[config.mk]
export PLATFORM = sky130hd
export DESIGN_NAME = control_microsequencer_flat
export DESIGN_NICKNAME = d
export VERILOG_FILES = /design/src/rtl/control_microsequencer_if.sv /design/src/rtl/control_microsequencer.sv /design/src/flat_wrapper.sv
export SDC_FILE = /design/constraint.sdc
export NUM_CORES = 1
export LEC_CHECK = 0
export CORE_ASPECT_RATIO = 1.1
export CORE_UTILIZATION = 41
export CTS_CLUSTER_DIAMETER = 200
export DETAILED_ROUTE_END_ITERATION = 12
export PLACE_DENSITY_LB_ADDON = 0.15
export SLEW_MARGIN = 20
export SYNTH_ARGS = -nofsm -noshare
export SYNTH_HDL_FRONTEND = slang
export SYNTH_SLANG_ARGS = --single-unit
[constraint.sdc]
create_clock -name CONTROL_CLOCK_50 -period 1.6 [get_ports CONTROL_CLOCK_50]
set_input_delay 0.24 -clock CONTROL_CLOCK_50 [delete_from_list [all_inputs] [get_ports CONTROL_CLOCK_50]]
set_output_delay 0.24 -clock CONTROL_CLOCK_50 [all_outputs]
set_load 0.005 [all_outputs]
[src/rtl/control_microsequencer_if.sv]
// Signal bundle between the microsequencer, its control-store ROM and the datapath.
// master = sequencer side, slave = ROM/datapath/flag side.
interface control_microsequencer_if #(
  parameter int DATAWIDTH_MIR_DIRECTION = 6,
  parameter int DATAWIDTH_ALU_SELECTION = 4,
  parameter int DATAWIDTH_DECODEROP     = 8,
  parameter int DATAWIDTH_CS_ADDRESS    = 11,
  parameter int DATAWIDTH_MICROWORD     = 41
);
  logic [DATAWIDTH_CS_ADDRESS-1:0]    CONTROL_CSAddress_OutBus;
  logic [DATAWIDTH_MICROWORD-1:0]     CONTROL_MicroWord_InBus;
  logic [DATAWIDTH_MIR_DIRECTION-1:0] CONTROL_DirA_OutBus;
  logic [DATAWIDTH_MIR_DIRECTION-1:0] CONTROL_DirB_OutBus;
  logic [DATAWIDTH_MIR_DIRECTION-1:0] CONTROL_DirC_OutBus;
  logic                               CONTROL_SelectA_Out;
  logic                               CONTROL_SelectB_Out;
  logic                               CONTROL_SelectC_Out;
  logic                               CONTROL_RD_Out;
  logic [DATAWIDTH_ALU_SELECTION-1:0] CONTROL_ALUOperation_OutBus;
  logic                               CONTROL_MemRead_Out;
  logic                               CONTROL_MemWrite_Out;
  logic                               CONTROL_MemReady_In;
  logic                               CONTROL_SetCode_In;
  logic                               CONTROL_FlagN_In;
  logic                               CONTROL_FlagZ_In;
  logic                               CONTROL_FlagV_In;
  logic                               CONTROL_FlagC_In;
  logic                               CONTROL_Bit13_In;
  logic [DATAWIDTH_DECODEROP-1:0]     CONTROL_OPS_InBus;
  logic [3:0]                         CONTROL_PSR_OutBus;

  modport master (
    output CONTROL_CSAddress_OutBus,
    input  CONTROL_MicroWord_InBus,
    output CONTROL_DirA_OutBus, CONTROL_DirB_OutBus, CONTROL_DirC_OutBus,
    output CONTROL_SelectA_Out, CONTROL_SelectB_Out, CONTROL_SelectC_Out,
    output CONTROL_RD_Out, CONTROL_ALUOperation_OutBus,
    output CONTROL_MemRead_Out, CONTROL_MemWrite_Out,
    input  CONTROL_MemReady_In,
    input  CONTROL_SetCode_In, CONTROL_FlagN_In, CONTROL_FlagZ_In,
    input  CONTROL_FlagV_In, CONTROL_FlagC_In,
    input  CONTROL_Bit13_In, CONTROL_OPS_InBus,
    output CONTROL_PSR_OutBus
  );

  modport slave (
    input  CONTROL_CSAddress_OutBus,
    output CONTROL_MicroWord_InBus,
    input  CONTROL_DirA_OutBus, CONTROL_DirB_OutBus, CONTROL_DirC_OutBus,
    input  CONTROL_SelectA_Out, CONTROL_SelectB_Out, CONTROL_SelectC_Out,
    input  CONTROL_RD_Out, CONTROL_ALUOperation_OutBus,
    input  CONTROL_MemRead_Out, CONTROL_MemWrite_Out,
    output CONTROL_MemReady_In,
    output CONTROL_SetCode_In, CONTROL_FlagN_In, CONTROL_FlagZ_In,
    output CONTROL_FlagV_In, CONTROL_FlagC_In,
    output CONTROL_Bit13_In, CONTROL_OPS_InBus,
    input  CONTROL_PSR_OutBus
  );
endinterface

[src/rtl/control_microsequencer.sv]
// Microprogrammed control unit: FETCH/LOAD/EXEC over a synchronous control-store ROM.
// Define MICROSEQ_MEMWAIT_EN to make EXEC wait on MemReady for memory microinstructions.
module control_microsequencer #(
  parameter int DATAWIDTH_MIR_DIRECTION = 6,
  parameter int DATAWIDTH_ALU_SELECTION = 4,
  parameter int DATAWIDTH_DECODEROP     = 8,
  parameter int DATAWIDTH_CS_ADDRESS    = 11,
  parameter int DATAWIDTH_MICROWORD     = 41
) (
  input  logic                     CONTROL_CLOCK_50,
  input  logic                     CONTROL_RESET_InLow,
  control_microsequencer_if.master bus
);

  // Field positions, packed downward from the MSB of the microword.
  localparam int A_LO     = DATAWIDTH_MICROWORD - DATAWIDTH_MIR_DIRECTION;
  localparam int AMUX_BIT = A_LO - 1;
  localparam int B_LO     = AMUX_BIT - DATAWIDTH_MIR_DIRECTION;
  localparam int BMUX_BIT = B_LO - 1;
  localparam int C_LO     = BMUX_BIT - DATAWIDTH_MIR_DIRECTION;
  localparam int CMUX_BIT = C_LO - 1;
  localparam int RD_BIT   = CMUX_BIT - 1;
  localparam int WR_BIT   = RD_BIT - 1;
  localparam int ALU_LO   = WR_BIT - DATAWIDTH_ALU_SELECTION;
  localparam int COND_LO  = ALU_LO - 3;

  typedef enum logic [1:0] {FETCH, LOAD, EXEC} state_t;

  state_t                          state, state_next;
  logic [DATAWIDTH_CS_ADDRESS-1:0] csai, csai_next;
  logic [DATAWIDTH_MICROWORD-1:0]  mir, mir_next;
  logic [3:0]                      psr, psr_next;

  logic                            mir_rd, mir_wr, in_exec, mem_done, commit;
  logic [2:0]                      cond;
  logic [DATAWIDTH_CS_ADDRESS-1:0] jaddr, seq_addr, dispatch_addr, branch_addr;
  logic [DATAWIDTH_DECODEROP-1:0]  ops;

  assign mir_rd        = mir[RD_BIT];
  assign mir_wr        = mir[WR_BIT];
  assign cond          = mir[ALU_LO-1:COND_LO];
  assign jaddr         = mir[DATAWIDTH_CS_ADDRESS-1:0];
  assign ops           = bus.CONTROL_OPS_InBus;
  assign seq_addr      = csai + DATAWIDTH_CS_ADDRESS'(1);
  assign dispatch_addr = {1'b1, ops, 2'b00};
  assign in_exec       = (state == EXEC);

`ifdef MICROSEQ_MEMWAIT_EN
  logic mem_op;
  assign mem_op   = mir_rd | mir_wr;
  assign mem_done = ~mem_op | bus.CONTROL_MemReady_In;
`else
  logic unused_mem_ready;
  assign unused_mem_ready = bus.CONTROL_MemReady_In;
  assign mem_done         = 1'b1;
`endif

  assign commit = in_exec & mem_done;

  // psr only changes on the commit edge, so branches see the flags held at EXEC entry.
  always_comb begin
    branch_addr = seq_addr;
    case (cond)
      3'd1:    if (psr[3]) branch_addr = jaddr;
      3'd2:    if (psr[2]) branch_addr = jaddr;
      3'd3:    if (psr[1]) branch_addr = jaddr;
      3'd4:    if (psr[0]) branch_addr = jaddr;
      3'd5:    if (bus.CONTROL_Bit13_In) branch_addr = jaddr;
      3'd6:    branch_addr = jaddr;
      3'd7:    branch_addr = dispatch_addr;
      default: branch_addr = seq_addr;
    endcase
  end

  always_comb begin
    state_next = state;
    csai_next  = csai;
    mir_next   = mir;
    psr_next   = psr;
    case (state)
      FETCH: state_next = LOAD;
      LOAD: begin
        mir_next   = bus.CONTROL_MicroWord_InBus;
        state_next = EXEC;
      end
      EXEC: begin
        if (commit) begin
          csai_next  = branch_addr;
          state_next = FETCH;
          if (bus.CONTROL_SetCode_In)
            psr_next = {bus.CONTROL_FlagN_In, bus.CONTROL_FlagZ_In,
                        bus.CONTROL_FlagV_In, bus.CONTROL_FlagC_In};
        end
      end
      default: state_next = FETCH;
    endcase
  end

  always_ff @(posedge CONTROL_CLOCK_50 or negedge CONTROL_RESET_InLow) begin
    if (!CONTROL_RESET_InLow) begin
      state <= FETCH;
      csai  <= '0;
      mir   <= '0;
      psr   <= '0;
    end else begin
      state <= state_next;
      csai  <= csai_next;
      mir   <= mir_next;
      psr   <= psr_next;
    end
  end

  // C-side write fields stay zeroed (register 0, ALU source) until the commit cycle.
  assign bus.CONTROL_CSAddress_OutBus    = csai;
  assign bus.CONTROL_DirA_OutBus         = mir[DATAWIDTH_MICROWORD-1:A_LO];
  assign bus.CONTROL_SelectA_Out         = mir[AMUX_BIT];
  assign bus.CONTROL_DirB_OutBus         = mir[AMUX_BIT-1:B_LO];
  assign bus.CONTROL_SelectB_Out         = mir[BMUX_BIT];
  assign bus.CONTROL_DirC_OutBus         = commit ? mir[BMUX_BIT-1:C_LO] : '0;
  assign bus.CONTROL_SelectC_Out         = commit & mir[CMUX_BIT];
  assign bus.CONTROL_RD_Out              = commit & mir_rd & ~mir_wr;
  assign bus.CONTROL_ALUOperation_OutBus = mir[WR_BIT-1:ALU_LO];
  assign bus.CONTROL_MemRead_Out         = in_exec & mir_rd & ~mir_wr;
  assign bus.CONTROL_MemWrite_Out        = in_exec & mir_wr;
  assign bus.CONTROL_PSR_OutBus          = psr;

endmodule

[src/flat_wrapper.sv]
// flat-port wrapper written by rule: the top's interface ports become plain ports
module control_microsequencer_flat 
#(
  parameter int DATAWIDTH_MIR_DIRECTION = 6,
  parameter int DATAWIDTH_ALU_SELECTION = 4,
  parameter int DATAWIDTH_DECODEROP     = 8,
  parameter int DATAWIDTH_CS_ADDRESS    = 11,
  parameter int DATAWIDTH_MICROWORD     = 41
)
  (CONTROL_CLOCK_50, CONTROL_RESET_InLow, bus_CONTROL_CSAddress_OutBus, bus_CONTROL_MicroWord_InBus, bus_CONTROL_DirA_OutBus, bus_CONTROL_DirB_OutBus, bus_CONTROL_DirC_OutBus, bus_CONTROL_SelectA_Out, bus_CONTROL_SelectB_Out, bus_CONTROL_SelectC_Out, bus_CONTROL_RD_Out, bus_CONTROL_ALUOperation_OutBus, bus_CONTROL_MemRead_Out, bus_CONTROL_MemWrite_Out, bus_CONTROL_MemReady_In, bus_CONTROL_SetCode_In, bus_CONTROL_FlagN_In, bus_CONTROL_FlagZ_In, bus_CONTROL_FlagV_In, bus_CONTROL_FlagC_In, bus_CONTROL_Bit13_In, bus_CONTROL_OPS_InBus, bus_CONTROL_PSR_OutBus);
  control_microsequencer_if #(.DATAWIDTH_MIR_DIRECTION(DATAWIDTH_MIR_DIRECTION), .DATAWIDTH_ALU_SELECTION(DATAWIDTH_ALU_SELECTION), .DATAWIDTH_DECODEROP(DATAWIDTH_DECODEROP), .DATAWIDTH_CS_ADDRESS(DATAWIDTH_CS_ADDRESS), .DATAWIDTH_MICROWORD(DATAWIDTH_MICROWORD)) bus_i ();
  input  logic CONTROL_CLOCK_50;
  input  logic CONTROL_RESET_InLow;
  output wire logic [$bits(bus_i.CONTROL_CSAddress_OutBus)-1:0] bus_CONTROL_CSAddress_OutBus;
  input wire logic [$bits(bus_i.CONTROL_MicroWord_InBus)-1:0] bus_CONTROL_MicroWord_InBus;
  output wire logic [$bits(bus_i.CONTROL_DirA_OutBus)-1:0] bus_CONTROL_DirA_OutBus;
  output wire logic [$bits(bus_i.CONTROL_DirB_OutBus)-1:0] bus_CONTROL_DirB_OutBus;
  output wire logic [$bits(bus_i.CONTROL_DirC_OutBus)-1:0] bus_CONTROL_DirC_OutBus;
  output wire logic [$bits(bus_i.CONTROL_SelectA_Out)-1:0] bus_CONTROL_SelectA_Out;
  output wire logic [$bits(bus_i.CONTROL_SelectB_Out)-1:0] bus_CONTROL_SelectB_Out;
  output wire logic [$bits(bus_i.CONTROL_SelectC_Out)-1:0] bus_CONTROL_SelectC_Out;
  output wire logic [$bits(bus_i.CONTROL_RD_Out)-1:0] bus_CONTROL_RD_Out;
  output wire logic [$bits(bus_i.CONTROL_ALUOperation_OutBus)-1:0] bus_CONTROL_ALUOperation_OutBus;
  output wire logic [$bits(bus_i.CONTROL_MemRead_Out)-1:0] bus_CONTROL_MemRead_Out;
  output wire logic [$bits(bus_i.CONTROL_MemWrite_Out)-1:0] bus_CONTROL_MemWrite_Out;
  input wire logic [$bits(bus_i.CONTROL_MemReady_In)-1:0] bus_CONTROL_MemReady_In;
  input wire logic [$bits(bus_i.CONTROL_SetCode_In)-1:0] bus_CONTROL_SetCode_In;
  input wire logic [$bits(bus_i.CONTROL_FlagN_In)-1:0] bus_CONTROL_FlagN_In;
  input wire logic [$bits(bus_i.CONTROL_FlagZ_In)-1:0] bus_CONTROL_FlagZ_In;
  input wire logic [$bits(bus_i.CONTROL_FlagV_In)-1:0] bus_CONTROL_FlagV_In;
  input wire logic [$bits(bus_i.CONTROL_FlagC_In)-1:0] bus_CONTROL_FlagC_In;
  input wire logic [$bits(bus_i.CONTROL_Bit13_In)-1:0] bus_CONTROL_Bit13_In;
  input wire logic [$bits(bus_i.CONTROL_OPS_InBus)-1:0] bus_CONTROL_OPS_InBus;
  output wire logic [$bits(bus_i.CONTROL_PSR_OutBus)-1:0] bus_CONTROL_PSR_OutBus;
  assign bus_CONTROL_CSAddress_OutBus = bus_i.CONTROL_CSAddress_OutBus;
  assign bus_i.CONTROL_MicroWord_InBus = bus_CONTROL_MicroWord_InBus;
  assign bus_CONTROL_DirA_OutBus = bus_i.CONTROL_DirA_OutBus;
  assign bus_CONTROL_DirB_OutBus = bus_i.CONTROL_DirB_OutBus;
  assign bus_CONTROL_DirC_OutBus = bus_i.CONTROL_DirC_OutBus;
  assign bus_CONTROL_SelectA_Out = bus_i.CONTROL_SelectA_Out;
  assign bus_CONTROL_SelectB_Out = bus_i.CONTROL_SelectB_Out;
  assign bus_CONTROL_SelectC_Out = bus_i.CONTROL_SelectC_Out;
  assign bus_CONTROL_RD_Out = bus_i.CONTROL_RD_Out;
  assign bus_CONTROL_ALUOperation_OutBus = bus_i.CONTROL_ALUOperation_OutBus;
  assign bus_CONTROL_MemRead_Out = bus_i.CONTROL_MemRead_Out;
  assign bus_CONTROL_MemWrite_Out = bus_i.CONTROL_MemWrite_Out;
  assign bus_i.CONTROL_MemReady_In = bus_CONTROL_MemReady_In;
  assign bus_i.CONTROL_SetCode_In = bus_CONTROL_SetCode_In;
  assign bus_i.CONTROL_FlagN_In = bus_CONTROL_FlagN_In;
  assign bus_i.CONTROL_FlagZ_In = bus_CONTROL_FlagZ_In;
  assign bus_i.CONTROL_FlagV_In = bus_CONTROL_FlagV_In;
  assign bus_i.CONTROL_FlagC_In = bus_CONTROL_FlagC_In;
  assign bus_i.CONTROL_Bit13_In = bus_CONTROL_Bit13_In;
  assign bus_i.CONTROL_OPS_InBus = bus_CONTROL_OPS_InBus;
  assign bus_CONTROL_PSR_OutBus = bus_i.CONTROL_PSR_OutBus;
  control_microsequencer #(.DATAWIDTH_MIR_DIRECTION(DATAWIDTH_MIR_DIRECTION), .DATAWIDTH_ALU_SELECTION(DATAWIDTH_ALU_SELECTION), .DATAWIDTH_DECODEROP(DATAWIDTH_DECODEROP), .DATAWIDTH_CS_ADDRESS(DATAWIDTH_CS_ADDRESS), .DATAWIDTH_MICROWORD(DATAWIDTH_MICROWORD)) u_core (.CONTROL_CLOCK_50(CONTROL_CLOCK_50), .CONTROL_RESET_InLow(CONTROL_RESET_InLow), .bus(bus_i));
endmodule
### After elaboration in Yosys (flattened, before gate mapping)

Index checks and enable logic that the tools add are counted.

* bits in registers: 58
* input port bits: 58

* bitwise gates (word level): 5
* mux-type cells: 8
* equality and inequality tests: 9
* add/sub/neg operators: 1
* reductions and logical operators: 2

Operators with widths (count)
* $pmux W11 S7: 1
* $mux W11: 5
* $eq A3 B3 Y1 const B: 4
* $add A11 B1 Y11 const B: 1
* $eq A3 B2 Y1 const B: 2
* $mux W6: 1
* $and A1 B1 Y1: 4
* $pmux W2 S2: 1
* $eq A3 B1 Y1 const B: 1
* $eq A2 B1 Y1 const B: 1
* $eq A2 B2 Y1 const B: 1
* $logic_not A2 Y1: 1
* $reduce_and A2 Y1: 1
* $not A1 Y1: 1

### Depth between registers and ports, before layout

* depth in word-level cells: 3
* depth in mapped cells: 6

### Worst setup path before layout

OpenSTA, ideal clock, no wires.

* path type: register to register
* start point: register u_core.csai[0], in the netlist u_core.bus.CONTROL_CSAddress_OutBus[0]
* end point: register u_core.csai[7], in the netlist u_core.bus.CONTROL_CSAddress_OutBus[7]
* path buffers: 0
* path slack: -0.127 ns
* library setup time: 0.087 ns
* required time: 1.513 ns
* cell stages (with the launch flop): 6
* data arrival time: 1.641 ns
* clock period less this slack: 1.727 ns
* cells stage by stage: dfrtp_1 > nand3_1 > or4_1 > or3_1 > a22o_1 > o211ai_1

* longest elaborated chain between the ends: 3

Ends and longest elaborated chain
* start: declaration: RTL line control_microsequencer.sv:30 `logic [DATAWIDTH_CS_ADDRESS-1:0] csai, csai_next;`
* start signal: assignment: RTL line control_microsequencer.sv:107 `csai <= csai_next;`
* $add A11 B1 Y11 (*): RTL line control_microsequencer.sv:44 `assign seq_addr = csai + DATAWIDTH_CS_ADDRESS'(1);`
* $mux W11 (on tied branches)
* $pmux W11 S7 (*): RTL line control_microsequencer.sv:63 `case (cond)`

Every way passes the cells marked *; elsewhere a longest branch is shown, timed or not.
A chain may end at the register's enable or synchronous reset.

### Worst setup path after layout

* start point: register u_core.mir[11]
* end point: register u_core.csai[6], in the netlist u_core.bus.CONTROL_CSAddress_OutBus[6]

* longest elaborated chain between the ends: 2

Ends and longest elaborated chain
* start: declaration: RTL line control_microsequencer.sv:31 `logic [DATAWIDTH_MICROWORD-1:0] mir, mir_next;`
* start signal: assignment: RTL line control_microsequencer.sv:108 `mir <= mir_next;`
* $eq A3 B3 Y1, or another cell as far along: RTL line control_microsequencer.sv:63
* $pmux W11 S7 (*): RTL line control_microsequencer.sv:63

Marked as above.

==> flow_metrics.tcl <==
set metrics [dict create \
    area_delta_synth_final_pct 60.0 \
    fin_crit_ps 1850 \
    max_slew_margin_pct 74.5 \
    cts_max_level 3 \
    clkSlewWorstSetupHoldPaths_ps 70 \
    insertion_delay_ps 330 \
    hp-class "in2async" \
    worstPathCellList "mux2i_2 -> a211o_4 -> buf_4 -> nor2_4 -> o21ai_0 -> a211o_1" \
    drv_slew 0 \
    crit_path_max_incr_delay_ps 450 \
    tritoncts "built" \
    overflow 0 \
    io_pins 101 \
    fin_skew_ps 8.55 \
    placed_cell_area_um2 4060 \
    syn-cell-area_um2 2870 \
    worstMarginPinSlew_ps 379 \
    reg2reg_from "u_core.mir[11]$_DFFE_PN0N_" \
    vias_per_cell 5.25 \
    powerDensity_nw_per_um2 914 \
    grt_first_pass_wirelength_um 11800 \
    ys_ff_latch 58 \
    critical_path_class "reg2reg" \
    power_leakage_uw 0.00201 \
    drt_wl_total_um 7260 \
    cp.required_ps 1820 \
    instances_no_fill 471 \
    first_pass_iters 4 \
    diodes 0 \
    setup-violations-final 11 \
    r2r_slack_ps -250 \
    place_ws_ps -447 \
    route.vias.total 2474 \
    dieArea_um2 7330 \
    ant_nets 0 \
    clock_sinks 58 \
    synth_edf_count 0 \
    worst_slack_ps -249 \
    dpl.cell_count 436 \
    hold_viol 0 \
    nets 443 \
    die_y_um 89.7 \
    worst-path-max-fanout 5 \
    crit_path_start "u_core.mir[11]$_DFFE_PN0N_" \
    rsz0062_at_grt "yes" \
    synth_cell_types 45 \
    drt-initial-drc-count 144 \
    cap_violations 0 \
    violations "negative setup slack" \
    fmax_mhz 541 \
    ys.flop_type "dfrtp_1" \
    crit_slowest_cell "dfrtp_2" \
    syn_inst 252 \
    fill_cells 528 \
    drc 0 \
    fin_area_um2 4590 \
    core-area_um2 6670 \
    grt_start_max_net_pins 59 \
    fin_crit_sh_pct 116 \
    synth_area_per_cell_um2 11.4 \
    clockRootBuffer "clkbuf_8" \
    io_buffers 99 \
    cts_buffer_depth 2 \
    critPathLaunchType "flip-flop" \
    crit_arrival_ps 2070 \
    r2r-end "u_core.bus.CONTROL_CSAddress_OutBus[6]$_DFFE_PN0N_" \
    multi_input_area_um2 1370 \
    antenna_found_initial 0 \
    synth_nets 311 \
    cts_buffers 9 \
    yosys_warnings 0 \
    outcome "finished with violations" \
    gp_congestion 0.833 \
    worstSetupEndpointType "flip-flop" \
    num_rows 31 \
    start_util_pct 43.0 \
    synthArstFlopShare_pct 100 \
    ys_seq_area_share_pct 50.6 \
    wl_per_cell_um 15.4 \
    hpwl_um 4730 \
    grt_use_total_pct 20.9 \
    r2r_cells 6 \
    drive_gt1_share_pct 38.0 \
    hold_ws_ps 412 \
    chipWidth_um 81.7 \
    peakVddDrop_uv 485 \
    regArea_um2 1460 \
    grt_pass1_vias 2614 \
    fin_setup_tns_ps -2140 \
]
-- Yosys cell counts (4+ instances only) --
| library cell | number | share of area [%] |
|---|---|---|
| a21oi_1 | 6 | 1.0 |
| and2_1 | 9 | 2.0 |
| and3_1 | 4 | 0.87 |
| buf_4 | 17 | 4.5 |
| clkbuf_1 | 10 | 1.3 |
| dfrtp_1 | 58 | 51 |
| inv_1 | 5 | 0.65 |
| mux2_2 | 44 | 17 |
| nand2_1 | 17 | 2.2 |
| nor2_1 | 9 | 1.2 |
| nor2b_1 | 4 | 0.87 |
| o21ai_0 | 13 | 2.3 |
-- power breakdown --
group,internal [uW],total (uW),switching (uW),leakage (uW)
registers,1610,1720,111,0.000674
clock network,802,1400,601,0.0000986
logic,666,1070,407,0.00124
-- layout by cell type, fill, tap and decap left out, drive strengths merged, types with 5 or more instances in the layout --
cell type       n
nand2          17
inv             5
buf            56
and2            9
nor2           10
mux2           44
a21oi           6
clkbuf         16
o21ai          13
clkdlybuf4s50  84
dfrtp          58
-- routing by layer --
metal  GRT usage (%)  wire length [um]
met2            34.0              3640
met1            25.1              3000
met3            5.58               467
met4            9.65               148
met5               0                 0
-- final cells by class --
cell class / instances / area share (%)
flip-flops and latches: 58 / 31.7
clock inverters: 4 / 1.09
clock buffers: 12 / 3.38
repair buffers: 149 / 31.4
well taps: 82 / 2.24
multi-input cells: 161 / 29.8
inverters: 5 / 0.409
-- stage by stage --
step | total power, uW | utilization (%)
after detailed placement | 2730 | 60.9
final | 4190 | 68.8
after global placement | 2710 | 60.9
after global routing | 4400 | 68.8
after floorplan | 2120 | -
after CTS | 4200 | 67.6
-- how the worst max path moves through the flow --
| stage | to | depth (start not counted) |
|---|---|---|
| 2_1_floorplan | u_core.bus.CONTROL_CSAddress_OutBus[7]$_DFFE_PN0N_ | 5 |
| 3_3_place_gp | u_core.bus.CONTROL_CSAddress_OutBus[2]$_DFFE_PN0N_ | 6 |
| 3_5_place_dp | u_core.bus.CONTROL_CSAddress_OutBus[3]$_DFFE_PN0N_ | 6 |
| 4_1_cts | u_core.bus.CONTROL_CSAddress_OutBus[2]$_DFFE_PN0N_ | 5 |
| 5_1_grt | u_core.bus.CONTROL_CSAddress_OutBus[2]$_DFFE_PN0N_ | 7 |
| 6_report | u_core.bus.CONTROL_CSAddress_OutBus[6]$_DFFE_PN0N_ | 6 |
-- what timing repair did --
item                                    4_1_cts  5_1_grt
hold buffers                                  1        0
buffers inserted                             14        3
pin swaps                                     8       15
gates resized for setup                      67       26
hold endpoints to repair                     58        0
endpoints found under the setup margin       21       30
cloned                                        1        0
-- critical path, delay by kind of cell, from the launching register on --
kind                   cells  cell delay (ps)
AOI/OAI and AO/OA          3              790
DFF                        1              450
muxes                      1              200
buffers and inverters      1              150
and+or+nand+nor            1              140
-- state kept, by name (all words and copies together), names as in the netlist --
| name | flops |
|---|---|
| u_core.bus.CONTROL_PSR_OutBus | 4 |
| u_core.state | 2 |
| u_core.mir | 41 |
| u_core.bus.CONTROL_CSAddress_OutBus | 11 |
-- cell families after synthesis --
logic type,Yosys count,synth area share (%)
and+or+nand+nor,64,12.2
DFF,58,50.6
muxes,47,18.3
AOI/OAI and AO/OA,46,11.1
buffers and inverters,34,6.76
xor gates and xnor gates,2,0.611
adders and majority gates,1,0.436
No activity file was read; power rests on OpenSTA's default activity.
==> edit, RTL diff (config.mk and constraints unchanged) <==
Add a define of `MICROSEQ_MEMWAIT_EN`.
--- a/src/rtl/control_microsequencer.sv
+++ b/src/rtl/control_microsequencer.sv
@@ -1,4 +1,6 @@
 // Microprogrammed control unit: FETCH/LOAD/EXEC over a synchronous control-store ROM.
 // Define MICROSEQ_MEMWAIT_EN to make EXEC wait on MemReady for memory microinstructions.
+`define MICROSEQ_MEMWAIT_EN
+
 module control_microsequencer #(
   parameter int DATAWIDTH_MIR_DIRECTION = 6,
Behaviour: not the same (a bounded check fails within 4 cycles, from zero or initial values and one cycle with CONTROL_RESET_InLow low).
==> edit against the original RTL <==
The flow still finishes with violations (negative setup slack). Synthesized area rose by 9.5%. Sequential cell count is the same. Cell area rose by 11%. Maximum frequency up 7.0%. Wire length up 18%. Non-clock buffer count rose by 14. Worst setup slack improved by 120 ps. Critical endpoint is now bus_CONTROL_DirC_OutBus[3].
Power is not compared: it rests on default switching activity, and its combinational part moved more than twofold at a synthesized area within 25%.
==> edit: results <==
metrics = {
    "status": {
        "status": "finished, violations left",
        "violations": "negative setup slack",
    },
    "place": {
        "dpl_cell_area_um2": 4390,
        "dp_hpwl_um": 5790,
        "numPortBuffers": 100,
        "place_congestion": 0.836,
        "post-place-ws_ps": -499,
        "place_inst": 491,
    },
    "worst_setup_path": {
        "cp-endpoint": "bus_CONTROL_DirC_OutBus[3]",
        "regToRegSetupSlack_ps": -110,
        "worstReg2RegStart": "u_core.mir[13]$_DFFE_PN0N_",
        "cp_slowest_cell": "dfrtp_1",
        "reg2regPathDepth": 7,
        "max_stage_delay_ps": 390,
        "cp-startpoint": "u_core.mir[19]$_DFFE_PN0N_",
        "cp_max_fo": 5,
        "timing.rr.end": "u_core.bus.CONTROL_CSAddress_OutBus[5]$_DFFE_PN0P_",
        "critPathTopFamily": "flip-flops",
        "arrival_ps": 1490,
    },
    "synth": {
        "yosys_most_used_dff": "dfrtp_1",
        "ys_top_cells_by_area": "dfrtp_1 (46%), mux2_2 (16%), buf_4 (4.1%)",
        "synthTopCellsByCount": "dfrtp_1 (58), mux2_2 (46), nand2_1 (20)",
        "synth_area_per_cell_um2": 10.7,
        "synth_fp_nets": 352,
        "ys_types": 50,
        "seq_area_frac_synth_pct": 46.2,
    },
    "grt": {
        "use_met2_pct": 33.4,
        "grt_max_degree": 31,
        "grt_pass1_vias": 2691,
        "grt_pass1_wl_um": 13200,
        "grt_util_met1_pct": 27.7,
        "track_usage_pct": 21.2,
        "gr-usage-met3_pct": 5.01,
    },
    "drt": {
        "first_iter_violations": 96,
        "avgViaCountPerCell": 5.32,
        "drt_wl_total_um": 8600,
        "wl_per_cell_um": 16.3,
    },
    "sta": {
        "tightest_slew_ps": 530,
        "hold_ws_ps": 451,
        "fin_setup_tns_ps": -1360,
        "fin_skew_ps": 10.3,
        "finalSetupViolCount": 14,
        "setup_ws_ps": -128,
    },
    "clock_network": {
        "clk_latency_ps": 340,
    },
    "finish": {
        "n_fill_cell": 565,
        "layout-drive-gt1-share_pct": 43.1,
    },
}
[edit: cell types whose count changed in the layout (fill, tap and decap cells not counted), moves of 3 or more]
| cell | change |
|---|---|
| a221o_1 | +4 |
| and4_1 | +4 |
| buf_4 | +9 |
| buf_6 | +4 |
| nand3_1 | +3 |
[edit: routing by layer]
| layer | vias up | part of all wire [%] | routed length (um) |
|---|---|---|---|
| met5 | - | 0 | 0 |
| met4 | 0 | 1.6 | 134 |
| met3 | 10 | 6.7 | 576 |
| met2 | 93 | 49 | 4190 |
| met1 | 1362 | 43 | 3700 |
| li1 | 1332 | - | - |
[edit: cell families (layout without fill, tap and decap cells)]
family / Yosys count / after routing / share of synthesized area, %
multiplexers: 48 / 48 / 17.1
AND/OR/NAND/NOR: 87 / 87 / 15.2
buffers and inverters: 37 / 183 / 7.21
XOR/XNOR: 2 / 2 / 0.558
AO/OA/AOI/OAI: 60 / 60 / 13.3
flip-flops: 58 / 58 / 46.2
adder cells (fa/ha/maj): 1 / 1 / 0.398
[edit: power groups by stage]
stage	Combinational [W]	Clock (W)	Sequential [W]
final	0.00609	0.00136	0.00283
after global routing	0.00651	0.00144	0.00293
after CTS	0.00551	0.00138	0.00279
after detailed placement	0.00478	0	0.00280
after global placement	0.00470	0	0.00278
after floorplan	0.00287	0	0.00266
[edit: area by class of cell]
type	count	area [um^2]	area share [%]
timing repair buffer	163	1580	31.0
clock buffer	10	138	2.70
sequential	58	1460	28.6
inverter	5	18.8	0.369
multi-input combinational	198	1740	34.1
tap	87	109	2.14
clock inverter	5	55.1	1.08
[edit: repair_timing]
action / in CTS / in global routing
hold endpoints to repair: 20 / 0
hold buffers: 1 / 0
resized for setup: 93 / 47
pin swaps: 27 / 25
endpoints found under the setup margin: 30 / 32
setup buffers: 17 / 7
